**config.mk**
```make
export PLATFORM = sky130hd
export DESIGN_NAME = sagu_miss_ctl
export DESIGN_NICKNAME = d
export VERILOG_FILES = /design/src/rtl/sagu_miss_ctl.sv
export SDC_FILE = /design/constraint.sdc
export NUM_CORES = 1
export LEC_CHECK = 0
export CAP_MARGIN = 20
export CORE_ASPECT_RATIO = 1.4
export CORE_MARGIN = 4
export CORE_UTILIZATION = 54
export CTS_CLUSTER_SIZE = 12
export DETAILED_ROUTE_END_ITERATION = 10
export PLACE_DENSITY = 0.83
export SETUP_SLACK_MARGIN = 0.3
export SYNTH_ARGS = -nofsm -noshare
export SYNTH_HDL_FRONTEND = slang
export SYNTH_SLANG_ARGS = --single-unit
export TNS_END_PERCENT = 1
```
**constraint.sdc**
```tcl
create_clock -name clk -period 3.1 [get_ports clk]
set_clock_uncertainty 0.2 [all_clocks]
set_input_delay 0.465 -clock clk [delete_from_list [all_inputs] [get_ports clk]]
set_output_delay 0.465 -clock clk [all_outputs]
set_load 0.03 [all_outputs]
```
**src/rtl/sagu_miss_ctl.sv**
```systemverilog
// rtl/sagu_miss_ctl.sv - store-AGU TLB-miss FIFO, page-walk sequencer and replay/fault reporter
// Optional same-page walk skipping under `define SAGU_MISS_MERGE_EN.
module sagu_miss_ctl #(
  parameter int DEPTH = 4,
  parameter int TMO_W = 8
) (
  input  logic        clk,
  input  logic        rst,
  input  logic        miss_en,
  input  logic [43:0] miss_addr,
  input  logic [3:0]  miss_attr,
  input  logic [9:0]  miss_ii,
  input  logic        except,
  output logic        stall,
  output logic        walk_req,
  output logic [43:0] walk_addr,
  input  logic        walk_ack,
  input  logic        walk_done,
  input  logic        walk_fault,
  input  logic        issue_idle,
  output logic        mex_en,
  output logic [43:0] mex_addr,
  output logic [3:0]  mex_attr,
  output logic        fault_en,
  output logic [9:0]  fault_ii,
  output logic        busy
);
  localparam int AW = $clog2(DEPTH);
  localparam int CW = AW + 1;

  typedef enum logic [2:0] {
    S_IDLE, S_REQ, S_WAIT, S_REPLAY, S_FAULT, S_DRAIN
  } state_t;

  state_t state, state_nx;

  logic [43:0]      addr_mem [DEPTH];
  logic [3:0]       attr_mem [DEPTH];
  logic [9:0]       ii_mem   [DEPTH];
  logic [AW-1:0]    wr_ptr, rd_ptr;
  logic [CW-1:0]    count;
  logic [TMO_W-1:0] timer;
  logic             push, pop, tmo, merge_hit;

  assign tmo       = &timer;
  assign pop       = mex_en | fault_en;
  // A full FIFO still accepts a miss when the head leaves in the same cycle.
  assign push      = miss_en & ~except & ((count != CW'(DEPTH)) | pop);
  assign stall     = (count >= CW'(DEPTH - 1));
  assign busy      = (count != '0) | (state != S_IDLE);
  assign walk_addr = addr_mem[rd_ptr];
  assign mex_addr  = addr_mem[rd_ptr];
  assign mex_attr  = attr_mem[rd_ptr];

`ifdef SAGU_MISS_MERGE_EN
  logic [30:0] last_pg;
  logic        last_pg_v;

  assign merge_hit = last_pg_v & (last_pg == addr_mem[rd_ptr][43:13]);

  always_ff @(posedge clk or negedge rst) begin
    if (!rst) begin
      last_pg   <= '0;
      last_pg_v <= 1'b0;
    end else if (except) begin
      last_pg_v <= 1'b0;
    end else if (state == S_WAIT) begin
      if (walk_done && !walk_fault) begin
        last_pg   <= addr_mem[rd_ptr][43:13];
        last_pg_v <= 1'b1;
      end else if (walk_done || tmo) begin
        last_pg_v <= 1'b0;
      end
    end
  end
`else
  assign merge_hit = 1'b0;
`endif

  always_ff @(posedge clk or negedge rst) begin
    if (!rst) state <= S_IDLE;
    else      state <= state_nx;
  end

  always_comb begin
    state_nx = state;
    if (except) begin
      // A walk already handed to the walker must still have its completion absorbed.
      if (state == S_WAIT || (state == S_REQ && walk_ack)) state_nx = S_DRAIN;
      else                                                 state_nx = S_IDLE;
    end else begin
      case (state)
        S_IDLE:   if (count != '0) state_nx = merge_hit ? S_REPLAY : S_REQ;
        S_REQ:    if (walk_ack) state_nx = S_WAIT;
        S_WAIT: begin
          if (walk_done)  state_nx = walk_fault ? S_FAULT : S_REPLAY;
          else if (tmo)   state_nx = S_FAULT;
        end
        S_REPLAY: if (mex_en) state_nx = S_IDLE;
        S_FAULT:  state_nx = S_IDLE;
        S_DRAIN:  if (walk_done || tmo) state_nx = S_IDLE;
        default:  state_nx = S_IDLE;
      endcase
    end
  end

  always_comb begin
    walk_req = (state == S_REQ);
    mex_en   = (state == S_REPLAY) & issue_idle & ~except;
    fault_en = (state == S_FAULT) & ~except;
    fault_ii = fault_en ? ii_mem[rd_ptr] : '0;
  end

  always_ff @(posedge clk or negedge rst) begin
    if (!rst) begin
      timer <= '0;
    end else if (state == S_REQ && walk_ack) begin
      timer <= '0;
    end else if (state == S_WAIT || state == S_DRAIN) begin
      timer <= timer + TMO_W'(1);
    end
  end

  always_ff @(posedge clk or negedge rst) begin
    if (!rst) begin
      wr_ptr <= '0;
      rd_ptr <= '0;
      count  <= '0;
      for (int i = 0; i < DEPTH; i++) begin
        addr_mem[i] <= '0;
        attr_mem[i] <= '0;
        ii_mem[i]   <= '0;
      end
    end else if (except) begin
      wr_ptr <= '0;
      rd_ptr <= '0;
      count  <= '0;
    end else begin
      if (push) begin
        addr_mem[wr_ptr] <= miss_addr;
        attr_mem[wr_ptr] <= miss_attr;
        ii_mem[wr_ptr]   <= miss_ii;
        wr_ptr           <= wr_ptr + AW'(1);
      end
      if (pop) rd_ptr <= rd_ptr + AW'(1);
      count <= count + CW'(push) - CW'(pop);
    end
  end

endmodule

```
# Yosys cells after proc, flatten, opt, wreduce, memory -nomap -nowiden

Index checks and enable logic that the tools add are counted.
Widths: inputs -> output; s select.

Add/sub/neg operators: 5
Magnitude comparators: 4
Equality and inequality tests: 11
Mux-type cells: 36
Bitwise operators: 11
Reduce and logical (&&, ||, !) cells: 14

Operators by type and width:

| kind                | count |
|---|---|
| $bwmux 176          | 1 |
| $mux 44             | 3 |
| $bmux 44 s2         | 1 |
| $demux 44 s2        | 1 |
| $bwmux 40           | 1 |
| $mux 10             | 4 |
| $mux 3              | 10 |
| $bmux 10 s2         | 1 |
| $demux 10 s2        | 1 |
| $bwmux 16           | 1 |
| $mux 8              | 2 |
| $pmux 3 s5          | 1 |
| $mux 4              | 3 |
| $ne 3x3->1 const B  | 4 |
| $add 8x1->8 const B | 1 |
| $bmux 4 s2          | 1 |
| $demux 4 s2         | 1 |
| $mux 2              | 4 |
| $reduce_and 8->1    | 1 |
| $eq 3x2->1 const B  | 2 |
| $eq 3x3->1 const B  | 2 |
| $ge 3x3->1 const B  | 2 |
| $not 2->3           | 2 |
| $reduce_bool 2->1   | 3 |
| other kinds (17)    | 28 |

Bits in registers: 250
Input port bits: 66
Output and inout port bits: 107
Logic and storage cells: 98

# Logic depth before layout (Yosys ltp)

Gate-level depths: netlist of run 1.

Depth in word-level cells: 9
Gate-level depth with buffers: 11
Mapped depth without buffers: 10

# Worst setup path after synthesis of run 1

No wires, ideal clock.

Kind: reg2out
From: register rd_ptr[0]
To: output port walk_addr[0]
Arrival time: 2.089 ns
Required time: 2.435 ns
Setup slack: 0.346 ns
Stages on the path, launching flop included: 6
Buffers on the path: 4
Cell sequence: dfrtp_1 clkbuf_1 buf_2 buf_2 mux4_2 buf_4

Word-level cells in the longest chain between the ends: 4

Ends and longest elaborated chain:

| element                | line | text |
|---|---|---|
| start, declared        | 40   | `logic [AW-1:0] wr_ptr, rd_ptr;` |
| start signal, assigned | 145  | `if (pop) rd_ptr <= rd_ptr + AW'(1);` |
| $not 2->3              | -    |  |
| $bmux 44 s2            | -    |  |
| $mux 44 (2 in series)  | -    |  |
| end, declared          | 16   | `output logic [43:0] walk_addr,` |

Every way passes these cells. The select of a mux whose other input is x is not followed.

# Worst setup path after layout of run 1

From: register rd_ptr[0]
To: output port walk_addr[41]

Word-level cells in the longest chain between the ends: 4

Ends and longest elaborated chain:

| element                                     | line | text |
|---|---|---|
| $not 2->3 (implied by the code)             | 51   | `assign walk_addr = addr_mem[rd_ptr];` |
| $bmux 44 s2                                 | 51   |  |
| $mux 44 (implied by the code) (2 in series) | 51   |  |

Every way passes these cells. The select of a mux whose other input is x is not followed.

==> results of run 1 <==
[cell type report]
type	instances	area, um2	area share
Sequential cell	250	6260	0.448
Multi-Input combinational cell	396	4690	0.336
Tap cell	256	320	0.0229
Clock buffer	33	696	0.0498
Clock inverter	2	13.8	0.000985
Inverter	11	41.3	0.00295
Timing Repair Buffer	200	1950	0.140
[state kept, by name, summed over array words and instances, names as in the netlist]
name and count:
addr_mem 176, state 3, attr_mem 16, timer 8, count 3, rd_ptr 2
wr_ptr 2, ii_mem 40
[metrics by stage]
stage | area (um2) | hold slack, ns | total power [W] | cells
2_1_floorplan | 11500 | -0.0306 | 0.0102 | 746
3_3_place_gp | 13300 | 0.268 | 0.0120 | 1109
3_5_place_dp | 13300 | 0.262 | 0.0123 | 1109
4_1_cts | 13900 | 0.291 | 0.0145 | 1146
5_1_grt | 14000 | 0.305 | 0.0152 | 1148
6_report | 14000 | 0.287 | 0.0144 | 1148
[metal layers]
layer | wire length, um | part of all wire | track usage
met5 | 0 | 0 | 0
met4 | 565 | 0.024 | 0.0563
met3 | 980 | 0.041 | 0.0372
met2 | 12700 | 0.53 | 0.369
met1 | 9780 | 0.41 | 0.256
[layout by cell type (no fill, tap or decap), types with 10 or more instances in the layout]
cell,n
and3_1,11
buf_12,11
buf_4,26
clkbuf_16,25
clkdlybuf4s50_1,66
dfrtp_1,247
dlygate4sd2_1,87
inv_1,11
mux2_1,80
mux2_2,153
mux4_2,58
nor2_1,10
[critical path, stage by stage (launching register included)]
cell	delay (ns)
dfrtp_4	0.44
buf_4	0.13
buf_12	0.19
mux4_2	0.57
dlygate4sd2_1	0.38
[worst paths after layout]
path | startpoint | to | cells past startpoint
max | rd_ptr[0] | walk_addr[41] | 4
min | rst | addr_mem[132] | 2
max reg2reg | state[2] | count[2] | 10
min reg2reg | addr_mem[83] | addr_mem[83] | 1
max in group asynchronous | rst | attr_mem[14] | 3
min in group clk | addr_mem[83] | addr_mem[83] | 1
[where the power goes]
part           switching, W  total [W]  internal (W)  leakage, nW
clock network       0.00116    0.00271       0.00155        0.350
logic               0.00321    0.00604       0.00283         2.85
registers          0.000785    0.00560       0.00482         3.13
total               0.00516     0.0144       0.00919         6.32
[cells by family after synthesis]
family,count (synthesis),synth area share
and+or+nand+nor,60,0.0294
xor gates and xnor gates,6,0.00457
DFF,250,0.544
AOI/OAI and AO/OA,29,0.0176
buffers and inverters,100,0.0508
muxes,292,0.343
adders and majority gates,9,0.0105
[what timing repair did]
item                                   in CTS  in global routing
gates resized for setup                    96                 11
setup endpoints to repair                 105                107
setup buffers                               1                  2
endpoints found under the hold margin      68                  0
hold buffers                                1                  0
==> reports/results.ini, run 1 <==
[global_route]
grt_overflow=0
grt_max_degree=74
grtUsageTotal=0.205
antenna_found_initial=0
grt_pass1_wl_um=39500
first_global_vias=7462

[critical_path]
cp_max_fo=20
start_kind=flop
crit_type=reg2out
r2r_slack_ns=0.35
arrival_ns=2.24
cp.required_ns=2.43
end_kind=output port

[yosys]
syn-cell-area_um2=11500
syn_nets=821
postSynthAreaPerCell_um2=15.4
ys_types=43
syn_inst=746
synth_top_area_frac=0.544
synth-seq-area-share=0.544
yosysMostFrequentCell=dfrtp_1
synth_area_leader_cell=dfrtp_1
synth_edf_count=0
ys_ff_latch=250
async_flop_share=1.00
ys.flop_type=dfrtp_1
ys_warn_count=0
synthTopCellsByArea=dfrtp_1, mux2_2, mux4_2
ys_top_cells_by_count=dfrtp_1, mux2_2, mux2_1

[finish]
drive_gt1_frac=0.328
nets=959
fin_util=0.675
fill_cells=1446
area_delta_synth_final_pct=21.6
n_antenna_cell=0

[place]
pre_cts_slack_ns=0.0627
portBuffers=172
dp_hpwl_um=15700
gp_congestion=0.751

[routing]
wl_per_cell_um=20.9
drt_iter0_drc=284
antenna_left=0
wl_um=24000
drc=0
viasPerCell=5.73
drtPass1Iterations=4
vias=6582

[clock_network]
cts_buffer_depth=3
htreeDepth=1
cts-root-buf=clkbuf_16
cts.sinks=250
tritoncts=done
worstSkewPairLatency_ns=0.51
numCtsBuffers=25
clk_pin_slew_worst_paths_ns=0.06

[timing]
setup_ws_ns=0.197
maxSlewViolCount=0
worst_pin_slew_ns=0.608
slew_headroom=0.595
rsz0062_at_grt=true
fin_crit_sh=0.937
hold_violations=0
layout_min_cycle_time_ns=2.90
setup_tns_ns=0
fmax_ghz=0.344
setup_viol=0

[die]
core_region_area_um2=20700
boundaryPins=173
die_h_um=181
die_x_um=131
dieArea_um2=23700
rows=62
initial_core_util=0.555

[hold_path]
worst_hold_path_type=in2async

[power_and_ir_drop]
p_per_area_nw_per_um2=1030
ir_drop_mv=0.734
p_leak_nw=6.32

[outcome]
outcome=completed

[flow_run]
maxCapViolCount=0

Note: power is estimated with default switching activity, not from simulation.
==> run 2: changes to the inputs <==
CORE_ASPECT_RATIO = 1.5   (was 1.4)
SLEW_MARGIN = 20   (was unset)
==> run 2 against run 1 <==
Net effect:
- sequential share of layout area down 0.097 points
- clock power down 3%
- clock-buffer cell count up 1
- cell count up 1.4%
- die area about the same
- core utilization down 0.74 points
- routed wire length down 0.14%
- total power about the same
- worst hold slack worse by 0.0016 ns
- first-iteration DRC count up 49%
- critical endpoint is now fault_ii[5]
==> reports/results.ini, run 2 (same netlist as run 1, synthesis figures left out) <==
[finish]
final_cells=1164
layout_common_cells=dfrtp_1, mux2_2, mux2_1
largest_register=addr_mem
final_common_cell=dfrtp_1
drive_gt1_frac=0.356
largest_register_ffs=176
largest_registers=addr_mem: 176 flops, ii_mem: 40 flops, attr_mem: 16 flops
area_delta_synth_final_pct=21.8
n_antenna_cell=0
nets=962
fill_cells=1493

[routing]
drt_iter0_drc=424
viasPerCell=5.77
met1_length_um=9650
wl_um=24000
met3WireLength_um=1210
drc=0
vias=6713
wl_per_cell_um=20.6
antenna_left=0
met2_length_um=12600
top_layer_used=met5
drtPass1Iterations=4

[clock_network]
clk_pin_slew_worst_paths_ns=0.06
tritoncts=done
cts.sinks=250
htreeDepth=1
cts_buffer_depth=3
worstSkewPairLatency_ns=0.51
numCtsBuffers=25
cts-root-buf=clkbuf_16

[critical_path]
cp.required_ns=2.43
crit_top_cell=buf_12
r2r_slack_ns=0.40
end_kind=output port
crit_path_cell_trace=buf_12 -> buf_12 -> buf_16 -> mux4_2 -> and3_4 -> buf_6
path_delay_family=buffers and inverters
slowest_stage=dfrtp_4
cp-startpoint=rd_ptr[0]
crit-reg2reg-launch=state[2]
start_kind=flop
worst-path-buf-inv=4
max_stage_delay_ns=0.54
cp_max_fo=10
arrival_ns=2.24
crit_type=reg2out

[die]
rows=65
die_x_um=127
initial_core_util=0.548
die_h_um=187
dieArea_um2=23700
boundaryPins=173
core_region_area_um2=21000

[global_route]
grtUsageTotal=0.208
antenna_found_initial=2
grt_max_degree=85
grt_pass1_wl_um=39900
grt_overflow=0
first_global_vias=7453

[power_and_ir_drop]
netSwitchingFraction=0.360
p_sw_w=0.00516
p_int_w=0.00919
ir_drop_mv=0.681
pwr-share-clk=0.182
p_per_area_nw_per_um2=1030
combPwrFrac=0.430
seqPwrFrac=0.388
finalPower_w=0.0144
p_leak_nw=6.25

[hold_path]
hold_start=addr_mem[80]
worst_hold_path_type=reg2reg

[timing]
maxSlewViolCount=0
hold_violations=0
rsz0062_at_grt=true
setup_tns_ns=0
fmax_ghz=0.345
fin_crit_sh=0.936
slew_headroom=0.565
setup_viol=0
worst_pin_slew_ns=0.653
layout_min_cycle_time_ns=2.90

[place]
dp_hpwl_um=15200
portBuffers=172
gp_congestion=0.808
dp_cells=1119

[flow_run]
maxCapViolCount=0

[outcome]
outcome=completed

[run 2: cell types whose count changed in the layout (fill, tap and decap cells not counted), moves of 3 or more]
cell	previous run	this run
clkbuf_8	4	0
nand2_2	0	4
clkbuf_1	4	9
clkdlybuf4s15_2	0	16
clkbuf_2	0	10
buf_6	0	3
dlygate4sd2_1	87	59
nand2_4	4	0
[run 2: timing repair]
item / CTS / global route
endpoints found under the setup margin: 102 / 106
gates resized for setup: 128 / 29
hold buffers: 1 / 0
cloned: 2 / 0
setup buffers: 6 / 0
hold endpoints to repair: 81 / 0
[run 2: final cells by class]
cell class	instances	area, um2	share of cell area
Clock inverter	2	10.0	0.000715
Inverter	11	41.3	0.00295
Timing Repair Buffer	203	2010	0.144
Multi-Input combinational cell	396	4680	0.334
Tap cell	268	335	0.0240
Clock buffer	34	659	0.0471
Sequential cell	250	6260	0.447
[run 2: power groups by stage]
stage / registers (W) / clock network [W] / logic (W)
after floorplan: 0.00533 / 0 / 0.00487
after global placement: 0.00553 / 0 / 0.00647
after detailed placement: 0.00562 / 0 / 0.00661
after CTS: 0.00557 / 0.00270 / 0.00627
after global routing: 0.00574 / 0.00284 / 0.00663
final: 0.00557 / 0.00262 / 0.00618
[run 2: metrics by stage]
step	setup WS [ns]	util	hold slack, ns	cell area (um2)
after floorplan	0.346	-	-0.0306	11500
after global placement	0.140	0.632	0.268	13300
after detailed placement	0.0803	0.632	0.275	13300
after CTS	0.149	0.668	0.289	14000
after global routing	0.134	0.667	0.300	14000
final	0.199	0.667	0.286	14000
[run 2: worst reg2reg max path: stages (launching register included)]
cell and delay [ns]:
dfrtp_1 0.37, buf_4 0.17, nand4b_1 0.33, a311oi_4 0.31, inv_1 0.09, ha_1 0.27, inv_1 0.06, ha_1 0.13
inv_1 0.05, fa_1 0.38, xor2_1 0.16, nor2_1 0.05
[run 2: path summary, 6_finish.rpt]
path | depth (start not counted) | to
setup / recovery | 6 | fault_ii[5]
hold / removal | 1 | addr_mem[80]
setup reg to reg | 11 | count[2]
hold reg to reg | 1 | addr_mem[80]
max in group asynchronous | 3 | addr_mem[93]
min in group asynchronous | 2 | addr_mem[114]
[run 2: layer usage]
layer,global-route usage,up-vias
met5,0,-
met4,0.0541,4
met3,0.0364,44
met2,0.366,163
met1,0.267,3537
li1,-,2965
